`config.mk`:
```
export PLATFORM = sky130hd
export DESIGN_NAME = ex_mdu_flat
export DESIGN_NICKNAME = d
export VERILOG_FILES = /design/src/rtl/ex_mdu_pkg.sv /design/src/rtl/ex_mdu_if.sv /design/src/rtl/ex_mdu_iter.sv /design/src/rtl/ex_mdu.sv /design/src/flat_wrapper.sv
export SDC_FILE = /design/constraint.sdc
export NUM_CORES = 1
export LEC_CHECK = 0
export BUFFER_PORTS_ARGS = -buffer_cell sky130_fd_sc_hd__buf_2
export CAP_MARGIN = 20
export CORE_MARGIN = 2
export CORE_UTILIZATION = 38
export DETAILED_ROUTE_END_ITERATION = 8
export GPL_TIMING_DRIVEN = 0
export REMOVE_ABC_BUFFERS = 1
export SLEW_MARGIN = 20
export SYNTH_ARGS = -nofsm -noshare
export SYNTH_HDL_FRONTEND = slang
export SYNTH_HIERARCHICAL = 1
export SYNTH_SLANG_ARGS = --single-unit
```
`constraint.sdc`:
```
create_clock -name clk -period 5.4 [get_ports clk]
set_clock_uncertainty 0.05 [all_clocks]
set_input_delay 0.27 -clock clk [delete_from_list [all_inputs] [get_ports clk]]
set_output_delay 0.27 -clock clk [all_outputs]
set_load 0.01 [all_outputs]
```
`src/rtl/ex_mdu_pkg.sv`:
```
// ex_mdu_pkg: shared op encoding, FSM states and sizing for the RV32M multiply/divide unit
package ex_mdu_pkg;
  localparam int MDU_DW = 32;
  localparam int MDU_CNT_W = $clog2(MDU_DW + 1);
  typedef enum logic [2:0] {MUL, MULH, MULHSU, MULHU, DIV, DIVU, REM, REMU} mduop_t;
  typedef enum logic [1:0] {IDLE, CALC, DONE} mdu_state_t;
endpackage

```
`src/rtl/ex_mdu_if.sv`:
```
// ex_mdu_if: EX-stage request (start/mduop/opr_a/opr_b/flush) and response (stall/done/result) bundle
interface ex_mdu_if #(parameter int DATA_WIDTH = ex_mdu_pkg::MDU_DW);
  import ex_mdu_pkg::*;
  logic start;
  mduop_t mduop;
  logic [DATA_WIDTH-1:0] opr_a;
  logic [DATA_WIDTH-1:0] opr_b;
  logic flush;
  logic stall;
  logic done;
  logic [DATA_WIDTH-1:0] result;
  modport master (output start, mduop, opr_a, opr_b, flush, input stall, done, result);
  modport slave (input start, mduop, opr_a, opr_b, flush, output stall, done, result);
endinterface

```
`src/rtl/ex_mdu_iter.sv`:
```
// ex_mdu_iter: one shift-add (multiply) or restoring shift-subtract (divide) step on the 2W accumulator
module ex_mdu_iter #(parameter int DATA_WIDTH = 32) (
  input  logic                    is_div,
  input  logic [2*DATA_WIDTH-1:0] acc,
  input  logic [DATA_WIDTH-1:0]   b,
  output logic [2*DATA_WIDTH-1:0] acc_nxt
);
  localparam int W = DATA_WIDTH;
  logic [W:0] sum, r, diff;
  always_comb begin
    sum = {1'b0, acc[2*W-1:W]} + (acc[0] ? {1'b0, b} : '0);
    r = acc[2*W-1:W-1];
    diff = r - {1'b0, b};
    acc_nxt = is_div ? {diff[W] ? r[W-1:0] : diff[W-1:0], acc[W-2:0], ~diff[W]}
                     : {sum, acc[W-1:1]};
  end
endmodule

```
`src/rtl/ex_mdu.sv`:
```
// ex_mdu: iterative RV32M mul/div unit with stall/done handshake; EX_MDU_FAST_MUL_EN selects single-cycle multiply
module ex_mdu #(parameter int DATA_WIDTH = ex_mdu_pkg::MDU_DW) (
  input logic clk,
  input logic rst,
  ex_mdu_if.slave bus
);
  import ex_mdu_pkg::*;
  localparam int W = DATA_WIDTH;
  localparam int CW = $clog2(W + 1);
  mdu_state_t state, nxt;
  mduop_t op_q, fin_op;
  logic [CW-1:0] cnt;
  logic [W-1:0] b_q, mag_a, mag_b, quo, rem, res_d, result;
  logic [2*W-1:0] acc, acc_nxt, ld_acc, fin_acc, prod;
  logic neg_hi, neg_r, ld_nh, ld_nr, sa, sb, go_done, fin_nh, fin_nr, accept;
`ifdef EX_MDU_FAST_MUL_EN
  logic signed [2*W-1:0] fa, fb;
`endif
  ex_mdu_iter #(.DATA_WIDTH(W)) u_iter (.is_div(op_q[2]), .acc(acc), .b(b_q), .acc_nxt(acc_nxt));
  always_comb begin
    sa = !(bus.mduop inside {MULHU, DIVU, REMU}) && bus.opr_a[W-1];
    sb = (bus.mduop inside {MUL, MULH, DIV, REM}) && bus.opr_b[W-1];
    mag_a = sa ? -bus.opr_a : bus.opr_a;
    mag_b = sb ? -bus.opr_b : bus.opr_b;
    ld_acc = {{W{1'b0}}, mag_a};
    ld_nh = sa ^ sb;
    ld_nr = sa;
    go_done = 1'b0;
`ifdef EX_MDU_FAST_MUL_EN
    fa = $signed({sa, bus.opr_a});
    fb = $signed({sb, bus.opr_b});
`endif
    if (bus.mduop[2] && bus.opr_b == '0) begin
      ld_acc = {bus.opr_a, {W{1'b1}}};
      ld_nh = 1'b0;
      ld_nr = 1'b0;
      go_done = 1'b1;
    end else if ((bus.mduop inside {DIV, REM}) && bus.opr_a == {1'b1, {(W-1){1'b0}}} && &bus.opr_b) begin
      ld_acc = {{W{1'b0}}, bus.opr_a};
      ld_nh = 1'b0;
      ld_nr = 1'b0;
      go_done = 1'b1;
    end
`ifdef EX_MDU_FAST_MUL_EN
    else if (!bus.mduop[2]) begin
      ld_acc = fa * fb;
      ld_nh = 1'b0;
      ld_nr = 1'b0;
      go_done = 1'b1;
    end
`endif
  end
  always_comb begin
    fin_op = state == IDLE ? bus.mduop : op_q;
    fin_acc = state == CALC ? acc_nxt : ld_acc;
    fin_nh = state == CALC ? neg_hi : ld_nh;
    fin_nr = state == CALC ? neg_r : ld_nr;
    prod = fin_nh ? -fin_acc : fin_acc;
    quo = fin_nh ? -fin_acc[W-1:0] : fin_acc[W-1:0];
    rem = fin_nr ? -fin_acc[2*W-1:W] : fin_acc[2*W-1:W];
    res_d = !fin_op[2] ? (fin_op == MUL ? prod[W-1:0] : prod[2*W-1:W]) : (fin_op[1] ? rem : quo);
    accept = state == IDLE && bus.start && !bus.flush;
    nxt = bus.flush ? IDLE
        : state == IDLE ? (bus.start ? (go_done ? DONE : CALC) : IDLE)
        : state == CALC ? (cnt == CW'(1) ? DONE : CALC)
        : IDLE;
  end
  always_ff @(posedge clk) begin
    if (rst) begin
      state <= IDLE;
      op_q <= MUL;
      cnt <= '0;
      b_q <= '0;
      acc <= '0;
      neg_hi <= 1'b0;
      neg_r <= 1'b0;
      result <= '0;
    end else begin
      state <= nxt;
      if (accept) begin
        op_q <= bus.mduop;
        b_q <= mag_b;
        acc <= ld_acc;
        neg_hi <= ld_nh;
        neg_r <= ld_nr;
        cnt <= CW'(W);
      end else if (state == CALC) begin
        acc <= acc_nxt;
        cnt <= cnt - 1'b1;
      end
      if (nxt == DONE) result <= res_d;
    end
  end
  assign bus.stall = (state == IDLE && bus.start) || state == CALC;
  assign bus.done = state == DONE;
  assign bus.result = result;
endmodule

```
`src/flat_wrapper.sv`:
```
// flat-port wrapper written by rule: the top's interface ports become plain ports
module ex_mdu_flat import ex_mdu_pkg::*;
#(parameter int DATA_WIDTH = ex_mdu_pkg::MDU_DW)
  (clk, rst, bus_start, bus_mduop, bus_opr_a, bus_opr_b, bus_flush, bus_stall, bus_done, bus_result);
  ex_mdu_if #(.DATA_WIDTH(DATA_WIDTH)) bus_i ();
  input logic clk;
  input logic rst;
  input wire logic [$bits(bus_i.start)-1:0] bus_start;
  input wire logic [$bits(bus_i.mduop)-1:0] bus_mduop;
  input wire logic [$bits(bus_i.opr_a)-1:0] bus_opr_a;
  input wire logic [$bits(bus_i.opr_b)-1:0] bus_opr_b;
  input wire logic [$bits(bus_i.flush)-1:0] bus_flush;
  output wire logic [$bits(bus_i.stall)-1:0] bus_stall;
  output wire logic [$bits(bus_i.done)-1:0] bus_done;
  output wire logic [$bits(bus_i.result)-1:0] bus_result;
  assign bus_i.start = bus_start;
  assign bus_i.mduop = bus_mduop;
  assign bus_i.opr_a = bus_opr_a;
  assign bus_i.opr_b = bus_opr_b;
  assign bus_i.flush = bus_flush;
  assign bus_stall = bus_i.stall;
  assign bus_done = bus_i.done;
  assign bus_result = bus_i.result;
  ex_mdu #(.DATA_WIDTH(DATA_WIDTH)) u_core (.clk(clk), .rst(rst), .bus(bus_i));
endmodule
```
# After elaboration in Yosys (flattened, before gate mapping)
# Index checks and enable logic that the tools add are counted.
classes:
  n_addsub: 8
  eq_ne: 11
  muxes: 33
  bitwise_logic: 2
  n_reduce_logical: 20
op_table:
  columns: ["cell", "count"]
  rows:
  - ["$mux W64", 6]
  - ["$mux W32", 10]
  - ["$neg A32 Y32", 4]
  - ["$neg A64 Y64", 1]
  - ["$add A32 B33 Y33", 1]
  - ["$sub A33 B32 Y33", 1]
  - ["$eq A32 B32 Y1 const B", 1]
  - ["$logic_not A32 Y1", 1]
  - ["$reduce_and A32 Y1", 1]
  - ["$eq A3 B3 Y1 const B", 4]
  - ["$mux W2", 6]
  - ["$mux W6", 2]
  - ["$mux W1", 8]
  - ["$logic_and A1 B1 Y1", 7]
  - ["$eq A6 B1 Y1 const B", 1]
  - ["$logic_not A3 Y1", 2]
  - ["$sub A6 B1 Y6 const B", 1]
  - ["$eq A2 B2 Y1 const B", 2]
  - ["$reduce_bool A2 Y1", 2]
  - ["$reduce_bool A4 Y1", 1]
  - ["$eq A3 B1 Y1 const B", 1]
  - ["$eq A3 B2 Y1 const B", 1]
  - ["$mux W3", 1]
  - ["$reduce_bool A3 Y1", 1]
  - ["other kinds (7)", 8]
totals:
  ff_bits: 141
  output_inout_bits: 34

# Depth between registers and ports, before layout
# Gate-level depths: netlist of the first run.
logic_depth:
  ltp_word: 12
  ltp_mapped: 25
  mapped_depth_nobuf: 24

# By module
# Netlist of the first run, hierarchy kept.
by_module_without_submodules:
  columns: ["mod", "n_inst", "cells_each", "area_each_um2", "seq_area_each_um2"]
  rows:
  - ["ex_mdu", 1, 1650, 12092.8, 2822.7]
  - ["ex_mdu_iter", 1, 663, 4590.7, 0.0]

# Worst setup path before layout of the first run
# OpenSTA, ideal clock, no wires.
synth_timing:
  path_type: "register to register"
  start: "register u_core.acc[31]"
  end: "register u_core.result[27] (netlist: u_core/bus.result[27])"
  arrival_ps: 4751
  t_required_ps: 5230
  setup_slack_ps: 480
  path_stages_with_launch: 22
  path_buffers: 1
  synth_period_minus_slack_ps: 4920
  cell_sequence: "dfxtp_1 > inv_1 > ha_1 > fa_1 > nand2b_1 > a21oi_1 > o21ai_1 > o21ai_2 > a31oi_4 > a21oi_4 > xnor2_2 > buf_4 > nand2_1 > a31oi_1 > a22oi_1 > nand2_1 > or3_1 > or4b_4 > nor4_4 > nand2_1 > o2111a_1 > a211o_1"
synth_between:
  elab_chain_len: 8
synth_rtl:
  columns: ["item", "line_no", "text"]
  rows:
  - ["start: declaration", "ex_mdu.sv:14", "logic [2*W-1:0] acc, acc_nxt, ld_acc, fin_acc, prod;"]
  - ["start signal: assignment", "ex_mdu.sv:83", "acc <= ld_acc;"]
  - ["start signal: assignment", "ex_mdu.sv:88", "acc <= acc_nxt;"]
  - ["$sub A33 B32 Y33 *", "ex_mdu_iter.sv:13", "diff = r - {1'b0, b};"]
  - ["$mux W32 *", "ex_mdu_iter.sv:14", "acc_nxt = is_div ? {diff[W] ? r[W-1:0] : diff[W-1:0], acc[W-2:0], ~diff[W]}"]
  - ["$mux W64 *", "ex_mdu_iter.sv:14", null]
  - ["named net u_core.acc_nxt[42]", "ex_mdu.sv:14", null]
  - ["$mux W64 *", "ex_mdu.sv:55", "fin_acc = state == CALC ? acc_nxt : ld_acc;"]
  - ["$neg A64 Y64 / $neg A32 Y32 (equally long branches)", "ex_mdu.sv:58, ex_mdu.sv:60", null]
  - ["$mux W64 / $mux W32 (equally long branches)", "ex_mdu.sv:58, ex_mdu.sv:60", null]
  - ["$mux W32", "ex_mdu.sv:61", "res_d = !fin_op[2] ? (fin_op == MUL ? prod[W-1:0] : prod[2*W-1:W]) : (fin_op[1] ? rem : quo);"]
  - ["$mux W32 *", "ex_mdu.sv:61", null]
  - ["end signal: assignment", "ex_mdu.sv:91", "if (nxt == DONE) result <= res_d;"]
  - ["end: declaration", "ex_mdu.sv:13", "logic [W-1:0] b_q, mag_a, mag_b, quo, rem, res_d, result;"]
# The timed path passes the listed nets; every way through them passes the cells marked *.
# A chain may end at the register's enable or synchronous reset.

# Final worst setup path of the first run
layout_timing:
  start: "register u_core.b_q[15]"
  end: "register u_core.result[29] (netlist: u_core/bus.result[29])"
layout_between:
  elab_chain_len: 8
layout_rtl:
  columns: ["item", "line_no", "text"]
  rows:
  - ["start: declaration", "ex_mdu.sv:13", null]
  - ["start signal: assignment", "ex_mdu.sv:82", "b_q <= mag_b;"]
  - ["$sub A33 B32 Y33 *", "ex_mdu_iter.sv:13", null]
  - ["$not A1 Y1 *", "ex_mdu_iter.sv:14", null]
  - ["$mux W64 *", "ex_mdu_iter.sv:14", null]
  - ["named net u_core.acc_nxt[0]", "ex_mdu.sv:14", null]
  - ["$mux W64 *", "ex_mdu.sv:55", null]
  - ["$neg A64 Y64 / $neg A32 Y32 (equally long branches)", "ex_mdu.sv:58, ex_mdu.sv:59", null]
  - ["$mux W64 / $mux W32 (equally long branches)", "ex_mdu.sv:58, ex_mdu.sv:59", null]
  - ["$mux W32", "ex_mdu.sv:61", null]
  - ["$mux W32 *", "ex_mdu.sv:61", null]
# Marked as above.

==> results.yml, run 1 <==
route:
  drtIter0Drc: 2082
  num_vias: 18900
  wl_met2_um: 31200
  maxUsedRoutingLayer: "met5"
  avgRoutedWirePerCell_um: 24.1
  drt_first_pass_iters: 6
  viasPerCell: 6.37
  post-route-drc-count: 0
  wl_met3_um: 6470
  wl_met1_um: 30500
  ant_nets: 0
  wirelength_um: 71600
yosys:
  synthCells: 2313
  synth_seq_area_share_pct: 16.9
  synth_cell_types: 109
  yosysWarnings: 6
  synth_edf_count: 0
  async_flop_share_pct: 0
  synth.top_cells.by_area: "dfxtp_1 (17%), o21ai_0 (5.9%), mux2i_1 (5.8%)"
  syn_area_um2: 16700
  syn_avg_cell_area_um2: 7.21
  synth_area_leader_cell: "dfxtp_1"
  ys_ff_latch: 141
  ys.flop_type: "dfxtp_1"
  yosysTopAreaCellShare_pct: 16.9
timing:
  fmaxAchievable_ghz: 0.188
  drv_slew: 0
  hold_ws_ns: 0.0827
  max_slew.worst_pin.slew_ns: 1.11
  period_needed_ns: 5.32
  relSlewSlack_pct: 26.1
  rsz0062_at_grt: "true"
  post-route-period-util_pct: 98.5
  setup_viol: 0
  hold_viol: 0
power:
  switching_share_pct: 38.5
  clkPwrFrac_pct: 32.9
  finalPower_mw: 4.24
  ir_drop_mv: 0.169
  p_seq_share_pct: 27.2
  p_sw_mw: 1.63
  p_comb_share_pct: 39.9
  powerDensity_nw_per_um2: 214
  p_int_mw: 2.61
  total_leakage_power_nw: 7.39
grt:
  grt_pass1_wl_um: 108000
  grt_usage_pct: 31.2
  grt.overflow.total: 0
  antenna_found_initial: 4
  grt_pass1_vias: 17800
  grt_max_degree: 73
layout:
  area_delta_synth_final_pct: 18.7
  fin_cells: 2965
  drive_gt1_share_pct: 19.9
  layout.nets: 2508
  fill_cells: 4413
outcome:
  status: "finished, final reports clean"
clock_network:
  clockBufferDepth: 2
  htreeDepth: 4
  tritoncts: "done"
  cts_hold_buffers: 0
  cts_made_buffers: 17
  path_clk_slew_ns: 0.06
  clkLatencyLatePin_ns: 0.46
  root_buffer: "clkbuf_16"
  cts.sinks: 141
die:
  start_util_pct: 38.6
  rows: 76
  die_x_um: 214
  die_y_um: 214
  ios: 105
  die_area_um2: 45600
  core_um2: 43200
worst_setup_path:
  crit_family: "simple AND/OR/NAND/NOR gates"
  cp_slowest_stage_delay_ns: 0.58
  crit_arrival_ns: 5.57
  timing.rr.end: "u_core/bus.result[29]"
  regToRegSetupSlack_ns: 0.08
  path_max_fanout: 17
  reg2reg_depth: 18
  path_common_cell: "a21oi_1"
  path_class: "flop to flop"
  rr_startpoint: "u_core/b_q[15]"
  path_cells: "inv_1, ha_2, a21oi_1, o21ai_1, nor4_2, o21ai_4, a31oi_4, a21oi_4, buf_12, xnor2_4, a21oi_1, or4_1, a2bb2oi_2, and4_4, nand4_1, nor3b_1, a31oi_1, a211oi_2"
  cp_slowest_cell: "or4_1"
  critPathBufInv: 2
  crit_required_ns: 5.65
  worstSetupEndpointType: "flop"
  startpoint_type: "flop"
placement:
  dpl.cell_count: 2870
  io_buffer_count: 104
  dp_hpwl_um: 53200
  gp_congestion: 0.986
flow_run:
  maxCapViolations: 0
hold_path:
  hold_depth: 3
  min_to: "u_core/acc[33]"
  worstHoldPathType: "primary input to flop"
  hold_start: "bus_opr_a[1]"
## state kept, by name, summed over array words and instances (netlist names)
signal             flops
u_core/acc            64
u_core/b_q            32
u_core/bus.result     32
u_core/cnt             6
u_core/op_q            3
u_core/state           2
u_core/neg_hi          1
u_core/neg_r           1
## layout make-up
| class | count | area, µm² | share of cell area, % |
|---|---|---|---|
| multi-input cells | 1943 | 13900 | 70.0 |
| flip-flops and latches | 141 | 2850 | 14.4 |
| repair buffers | 194 | 1420 | 7.19 |
| well taps | 585 | 732 | 3.70 |
| clock buffers | 23 | 488 | 2.47 |
| inverters | 67 | 256 | 1.30 |
| clock inverters | 9 | 181 | 0.917 |
| diodes | 3 | 7.51 | 0.0379 |
## synth_stat cells, drive strengths merged (8+ instances only)
library cell / count
a211oi: 23
a21o: 33
a21oi: 149
a221oi: 11
a22o: 18
a22oi: 26
a31oi: 59
a41oi: 11
and2: 52
and3: 16
and4: 8
buf: 38
clkbuf: 126
dfxtp: 141
ha: 71
inv: 66
mux2: 33
mux2i: 96
nand2: 250
nand2b: 16
nand3: 60
nand4: 32
nor2: 186
nor2b: 10
nor3: 73
nor4: 36
o211ai: 21
o21a: 14
o21ai: 213
o21bai: 14
o221ai: 16
o22ai: 23
o311ai: 8
o31ai: 26
o41ai: 8
or2: 12
or3: 21
or4: 18
xnor2: 103
xor2: 70
## worst register-to-register path: cells and delay by family (launching register included)
| kind | cells | cell delay, ns |
|---|---|---|
| adders and majority gates | 1 | 0.32 |
| buffers and inverters | 2 | 0.20 |
| DFF | 1 | 0.34 |
| xor gates and xnor gates | 1 | 0.38 |
| and+or+nand+nor | 5 | 2.04 |
| AOI/OAI and AO/OA | 9 | 1.83 |
## metrics by stage
stage	util, %	cell area, µm²	setup slack [ns]	setup TNS [ns]
after detailed placement	41.2	17800	-2.38	-43.50
after global placement	39.9	17200	-15.30	-698.98
after CTS	44.7	19300	-0.0386	-0.150
after floorplan	-	16000	-5.82	-287.96
after global routing	45.8	19800	-0.108	-0.275
final	45.9	19800	0.0817	0
## power groups by stage
stage | Combinational (mW) | Sequential [mW] | Clock (mW)
5_1_grt | 1.81 | 1.16 | 1.45
6_report | 1.69 | 1.15 | 1.39
3_3_place_gp | 1.40 | 1.18 | 0
4_1_cts | 1.58 | 1.15 | 1.41
2_1_floorplan | 0.940 | 1.17 | 0
3_5_place_dp | 1.42 | 1.17 | 0
## worst max-delay path by stage
stage,from,to,slack (ns),cells after the start
2_1_floorplan,u_core/state[0],u_core/bus.result[31],-5.82,8
5_1_grt,u_core/b_q[18],u_core/bus.result[25],-0.11,26
4_1_cts,u_core/acc[31],u_core/bus.result[27],-0.04,26
6_report,u_core/b_q[15],u_core/bus.result[29],0.08,18
3_3_place_gp,u_core/state[1],u_core/bus.result[31],-15.30,8
3_5_place_dp,u_core/acc[31],u_core/bus.result[24],-2.38,24
## what timing repair did
item | in CTS | in global routing
pin swaps | 27 | 34
endpoints found under the setup margin | 32 | 31
setup buffers | 41 | 17
cloned | 2 | 0
gates resized for setup | 100 | 84
## cells by family after synthesis
| family | count (synthesis) | synth area share [%] |
|---|---|---|
| AOI/OAI and AO/OA | 754 | 30.2 |
| and+or+nand+nor | 812 | 24.3 |
| buffers and inverters | 231 | 5.65 |
| adders and majority gates | 73 | 5.56 |
| DFF | 141 | 16.9 |
| muxes | 129 | 7.99 |
| xor gates and xnor gates | 173 | 9.33 |
## per-layer routing
metal / vias up / global-route usage [%]
li1: 8705 / -
met1: 9051 / 41.8
met2: 947 / 48.1
met3: 180 / 5.77
met5: - / 0
met4: 2 / 15.2
## cells in the final DEF (no fill, tap or decap), types with 21 or more instances in the layout
master and n:
a21o_1 33, a21oi_1 138, a31oi_1 48, and2_1 48, buf_2 112, buf_4 58
dfxtp_1 122, ha_1 57, inv_1 63, mux2_2 33, mux2i_1 86, nand2_1 244
nand3_1 49, nand4_1 30, nor2_1 174, nor3_1 61, nor4_1 21, o211ai_1 21
o21ai_0 194, o22ai_1 22, xnor2_1 102, xor2_1 67
Power figures use the tool's default switching activity.
==> run 2: changes to the inputs <==
BUFFER_PORTS_ARGS = not set   (was -buffer_cell sky130_fd_sc_hd__buf_2)
DONT_BUFFER_PORTS = 1   (was not set)
==> run 2 against run 1 <==
Effect of this change:
- hold slack worse by 0.052 ns
- clock-buffer cell count is 2 higher
- sequential power hardly changed
- highest routed layer is now met4
==> results.yml, run 2 (synthesized netlist as in run 1, its figures left out) <==
placement:
  dp_hpwl_um: 52600
  gp_congestion: 0.988
  io_buffer_count: 0
  dpl.cell_count: 2766
clock_network:
  cts.sinks: 141
  tritoncts: "done"
  htreeDepth: 4
  path_clk_slew_ns: 0.06
  root_buffer: "clkbuf_16"
  clkLatencyLatePin_ns: 0.51
  cts_made_buffers: 17
  clockBufferDepth: 2
worst_setup_path:
  timing.rr.end: "u_core/bus.result[25]"
  reg2reg_depth: 27
  startpoint_type: "flop"
  path_max_fanout: 8
  regToRegSetupSlack_ns: 0.09
  worstSetupEndpointType: "flop"
  crit_required_ns: 5.78
  rr_startpoint: "u_core/acc[31]"
  crit_arrival_ns: 5.69
  path_class: "flop to flop"
timing:
  drv_slew: 0
  post-route-period-util_pct: 98.4
  setup_viol: 0
  fmaxAchievable_ghz: 0.188
  relSlewSlack_pct: 20.5
  max_slew.worst_pin.slew_ns: 1.19
  hold_viol: 0
  period_needed_ns: 5.31
layout:
  drive_gt1_share_pct: 15.1
  fin_cells: 2930
  largest_reg_flops: 64
  layout.nets: 2473
  final_cell_mix: "nand2_1 (242), o21ai_0 (194), nor2_1 (176), a21oi_1 (137), dfxtp_1 (122)"
  fill_cells: 4412
  register_area_um2: 2850
  largest_registers: "u_core/acc: 64 flops, u_core/b_q: 32 flops, u_core/bus.result: 32 flops"
  area_delta_synth_final_pct: 18.7
  multi_input_area_um2: 13800
  regMostFlops: "u_core/acc"
  layout_commonest_cell: "nand2_1"
  utilization_pct: 45.9
outcome:
  status: "finished, final reports clean"
route:
  num_vias: 19100
  viasPerCell: 6.51
  wirelength_um: 73700
  avgRoutedWirePerCell_um: 25.2
  drtIter0Drc: 2116
  ant_nets: 0
  post-route-drc-count: 0
  drt_first_pass_iters: 7
hold_path:
  hold_depth: 3
  min_to: "u_core/b_q[12]"
  hold_start: "bus_opr_b[11]"
  worstHoldPathType: "primary input to flop"
die:
  rows: 76
  start_util_pct: 38.6
  die_area_um2: 45600
  die_y_um: 214
  die_x_um: 214
  core_um2: 43200
  ios: 105
grt:
  antenna_found_initial: 1
  grt_pass1_wl_um: 109000
  grt_max_degree: 72
  grt_pass1_vias: 17600
  grt.overflow.total: 0
  grt_usage_pct: 32.0
power:
  ir_drop_mv: 0.237
  powerDensity_nw_per_um2: 200
  total_leakage_power_nw: 7.16
  finalPower_mw: 3.96
flow_run:
  maxCapViolations: 0
run 2: changes by cell type in the layout (fill, tap and decap cells not counted), moves of 5 or more:
cell           before  now
mux2i_1            86   91
mux2i_2             7    1
clkbuf_1            2    7
dlygate4sd3_1       0   66
buf_4              58   53
buf_2             112   11
run 2: worst max-delay path by stage:
stage	startpoint	to	slack, ns	cells past startpoint
4_1_cts	u_core/acc[31]	u_core/bus.result[25]	-0.03	25
2_1_floorplan	u_core/state[0]	u_core/bus.result[31]	-5.82	8
3_3_place_gp	u_core/state[1]	u_core/bus.result[31]	-14.42	8
5_1_grt	u_core/acc[0]	u_core/bus.result[31]	-0.07	21
3_5_place_dp	u_core/acc[31]	u_core/bus.result[28]	-2.51	24
6_report	u_core/acc[31]	u_core/bus.result[25]	0.09	27
run 2: metrics by stage:
stage | TNS [ns] | hold WS, ns | area, µm² | setup WS, ns
floorplan | -287.96 | 0.286 | 16000 | -5.82
global placement | -677.63 | 0.298 | 16700 | -14.42
detailed placement | -44.81 | 0.301 | 17300 | -2.51
CTS | -0.0625 | 0.00454 | 19200 | -0.0344
global route | -0.222 | 0.0415 | 19800 | -0.0701
finish | 0 | 0.0302 | 19800 | 0.0874
run 2: repair_timing:
action	in CTS	in global routing
hold buffers	67	0
setup buffers	31	27
resized for setup	97	74
hold endpoints to repair	97	0
gates cloned	4	0
pin swaps	28	33
endpoints found under the setup margin	32	30
run 2: cell type report:
cell class	count	area share, %
timing repair buffer	158	8.23
clock buffer	25	2.35
multi-input combinational	1944	69.7
tap	585	3.70
sequential	141	14.4
antenna	3	0.0379
inverter	67	1.28
clock inverter	7	0.335
run 2: metal layers:
layer / share of wire (%) / GRT usage, % / up-vias
met1: 40 / 41.1 / 9114
met3: 11 / 8.17 / 199
met5: 0 / 0 / -
met2: 44 / 49.1 / 1133
li1: - / - / 8624
met4: 4.8 / 17.0 / 0
run 2: power breakdown:
group          switching [mW]  leakage (nW)  internal (mW)  total (mW)
combinational           0.988          5.75          0.649        1.64
clock                   0.515         0.259          0.639        1.15
sequential             0.0664          1.16           1.10        1.17
run 2: worst max-delay path, stage by stage, from the launching register on:
cell and delay [ns]:
dfxtp_2 0.35, inv_4 0.06, ha_4 0.17, fa_2 0.34, nand2b_4 0.16, a21oi_4 0.17, o21ai_4 0.08, o21ai_2 0.13
buf_6 0.14, a31oi_4 0.10, a21oi_4 0.16, buf_12 0.15, xor2_4 0.28, buf_6 0.15, buf_12 0.13, nand2_1 0.07
a31oi_1 0.54, nor3_2 0.13, nor2_1 0.25, a31oi_4 0.09, nand4_1 0.25, nor4_4 0.07, buf_4 0.17, and4_4 0.19
a41oi_1 0.37, xor2_1 0.17, nand2_1 0.07, a31oi_1 0.20
==> run 3: changes to the inputs <==
ABC_AREA = 1   (was not set)
==> run 3 against run 2 <==
Effect of this change:
- the flow now finishes with violations (DRC)
- synthesized cell count grew 55%
- clock power grew 10%
- utilization shrank 3.9 points
- largest power group unchanged
==> results.yml, run 3 <==
worst_setup_path:
  timing.rr.end: "u_core/bus.result[30]"
  rr_startpoint: "u_core/b_q[27]"
  path_class: "flop to flop"
  crit_required_ns: 5.73
  critPathLaunch: "u_core/b_q[27]"
  worstSetupEndpointType: "flop"
  path_max_fanout: 18
  reg2reg_depth: 27
  regToRegSetupSlack_ns: 0.23
  startpoint_type: "flop"
  crit_arrival_ns: 5.50
layout:
  utilization_pct: 41.9
  register_area_um2: 2830
  final_area_um2: 21000
  final_cell_mix: "nand2_1 (1195), inv_1 (469), nor2_1 (354), nand3_1 (350), a21oi_1 (189)"
  fill_cells: 5817
  area_delta_synth_final_pct: 9.12
  largest_reg_flops: 64
  regMostFlops: "u_core/acc"
  layout_commonest_cell: "nand2_1"
  multi_input_area_um2: 14100
  largest_registers: "u_core/acc: 64 flops, u_core/b_q: 32 flops, u_core/bus.result: 32 flops"
  diodes: 0
  drive_gt1_share_pct: 7.00
  layout.nets: 3686
placement:
  post-place-ws_ns: 0.145
  dp_hpwl_um: 63400
  placedInstanceArea_um2: 19800
  gp_congestion: 0.994
  io_buffer_count: 0
hold_path:
  hold_start: "bus_opr_b[7]"
  min_to: "u_core/b_q[7]"
  hold_depth: 3
  worstHoldPathType: "primary input to flop"
clock_network:
  path_clk_slew_ns: 0.07
  htreeDepth: 4
  cts_made_buffers: 17
  clkLatencyLatePin_ns: 0.49
  clockBufferDepth: 2
  tritoncts: "done"
  cts.sinks: 141
  post_cts_buffers: 0
  root_buffer: "clkbuf_16"
power:
  finalPower_mw: 3.68
  total_leakage_power_nw: 10.6
  powerDensity_nw_per_um2: 175
  ir_drop_mv: 0.250
die:
  ios: 105
  start_util_pct: 38.4
  die_area_um2: 52500
  die_x_um: 229
  core_um2: 50100
  rows: 82
  die_y_um: 229
route:
  viasPerCell: 5.49
  post-route-drc-count: 9
  ant_nets: 0
  drtIter0Drc: 2606
  wirelength_um: 79800
  drt_first_pass_iters: 9
  num_vias: 23200
  avgRoutedWirePerCell_um: 18.9
grt:
  grt_max_degree: 80
  antenna_found_initial: 0
  grt.overflow.total: 0
  grt_pass1_vias: 21100
  grt_usage_pct: 30.2
  grt_pass1_wl_um: 123000
yosys:
  yosysTopAreaCellShare_pct: 23.3
  ys_ff_latch: 141
  async_flop_share_pct: 0
  ys.flop_type: "dfxtp_1"
  syn_area_um2: 19200
  ys_top_cells_by_count: "nand2_1 (1196), inv_1 (471), nor2_1 (364)"
  synthCells: 3585
  synth.top_cells.by_area: "nand2_1 (23%), dfxtp_1 (15%), inv_1 (9.2%)"
  syn_avg_cell_area_um2: 5.37
  synth_cell_types: 58
  synth_area_leader_cell: "nand2_1"
  yosysWarnings: 6
  synth_seq_area_share_pct: 14.7
  synth_edf_count: 0
  synth_most_common_cell: "nand2_1"
timing:
  fmaxAchievable_ghz: 0.193
  relSlewSlack_pct: 34.7
  period_needed_ns: 5.17
  drv_slew: 0
  hold_viol: 0
  post-route-period-util_pct: 95.7
  max_slew.worst_pin.slew_ns: 0.980
  setup-tns-final_ns: 0
  fin_ws_ns: 0.232
  setup_viol: 0
outcome:
  failed_checks: "DRC"
  status: "finished with violations"
flow_run:
  maxCapViolations: 0
run 3: cell count changes in the layout (fill, tap and decap cells not counted), sizes merged, moves of 46 or more:
cell | previous run | this run
xnor2 | 105 | 12
buf | 92 | 16
nand3 | 60 | 370
nand2 | 250 | 1266
inv | 66 | 495
and2 | 52 | 6
nor2 | 186 | 404
mux2i | 96 | 0
a21oi | 149 | 202
run 3: cell families after synthesis:
| group | Yosys count | share of synthesized area, % |
|---|---|---|
| and+or+nand+nor | 2194 | 50.2 |
| AOI/OAI and AO/OA | 511 | 15.2 |
| xor gates and xnor gates | 51 | 2.32 |
| DFF | 141 | 14.7 |
| adders and majority gates | 73 | 4.82 |
| buffers and inverters | 615 | 12.8 |
run 3: worst max path at each step:
stage / end / slack [ns] / depth (start not counted)
global placement: u_core/bus.result[6] / -5.39 / 9
detailed placement: u_core/bus.result[30] / 0.14 / 30
finish: u_core/bus.result[30] / 0.23 / 27
CTS: u_core/bus.result[30] / 0.11 / 30
global route: u_core/bus.result[30] / -0.002 / 31
floorplan: u_core/bus.result[6] / -0.47 / 9
run 3: metal layers:
metal | track usage, % | up-vias | wire length (µm)
met5 | 0 | - | 0
met4 | 7.00 | 0 | 1540
met3 | 8.59 | 89 | 8900
met2 | 44.0 | 1077 | 32400
met1 | 43.6 | 10600 | 36900
li1 | - | 11400 | -
run 3: repair_timing:
item                                   in CTS  in global routing
setup endpoints to repair                   0                 23
endpoints found under the hold margin     105                  0
resized for setup                           0                 11
hold buffers                               49                  0
run 3: area by class of cell:
class / count / share of cell area (%)
multi-input cells: 2829 / 67.0
inverters: 489 / 8.77
repair buffers: 64 / 3.86
well taps: 672 / 4.00
clock buffers: 17 / 2.03
flip-flops and latches: 141 / 13.5
clock inverters: 15 / 0.894
run 3: critical path, stage by stage, from the launching register on:
cell,delay [ns]
dfxtp_1,0.59
inv_1,0.10
ha_1,0.37
nand2_1,0.13
nor2_1,0.08
nand2_1,0.16
inv_1,0.10
a21oi_4,0.26
nand3_4,0.30
nand2_8,0.29
nand2_1,0.08
nand3_1,0.10
nand2_1,0.08
nand2_1,0.09
nand2_1,0.24
inv_1,0.25
ha_1,0.27
nand2_1,0.13
inv_1,0.22
nand2_2,0.19
nor2_1,0.19
nand2_1,0.07
nand2_1,0.23
nand2_1,0.09
nand2_1,0.08
nand3_1,0.08
nand3_1,0.14
a21oi_1,0.08
run 3: per-stage QoR:
stage / std cells / hold slack [ns]
2_1_floorplan: 3459 / 0.282
3_3_place_gp: 4131 / 0.293
3_5_place_dp: 4145 / 0.292
4_1_cts: 4226 / 0.00301
5_1_grt: 4227 / 0.0469
6_report: 4227 / 0.0404
run 3: report_power, final:
| group | internal [mW] | switching (mW) | leakage (nW) |
|---|---|---|---|
| registers | 1.07 | 0.0576 | 1.15 |
| clock network | 0.703 | 0.571 | 0.304 |
| logic | 0.392 | 0.882 | 9.16 |
| total | 2.17 | 1.51 | 10.6 |
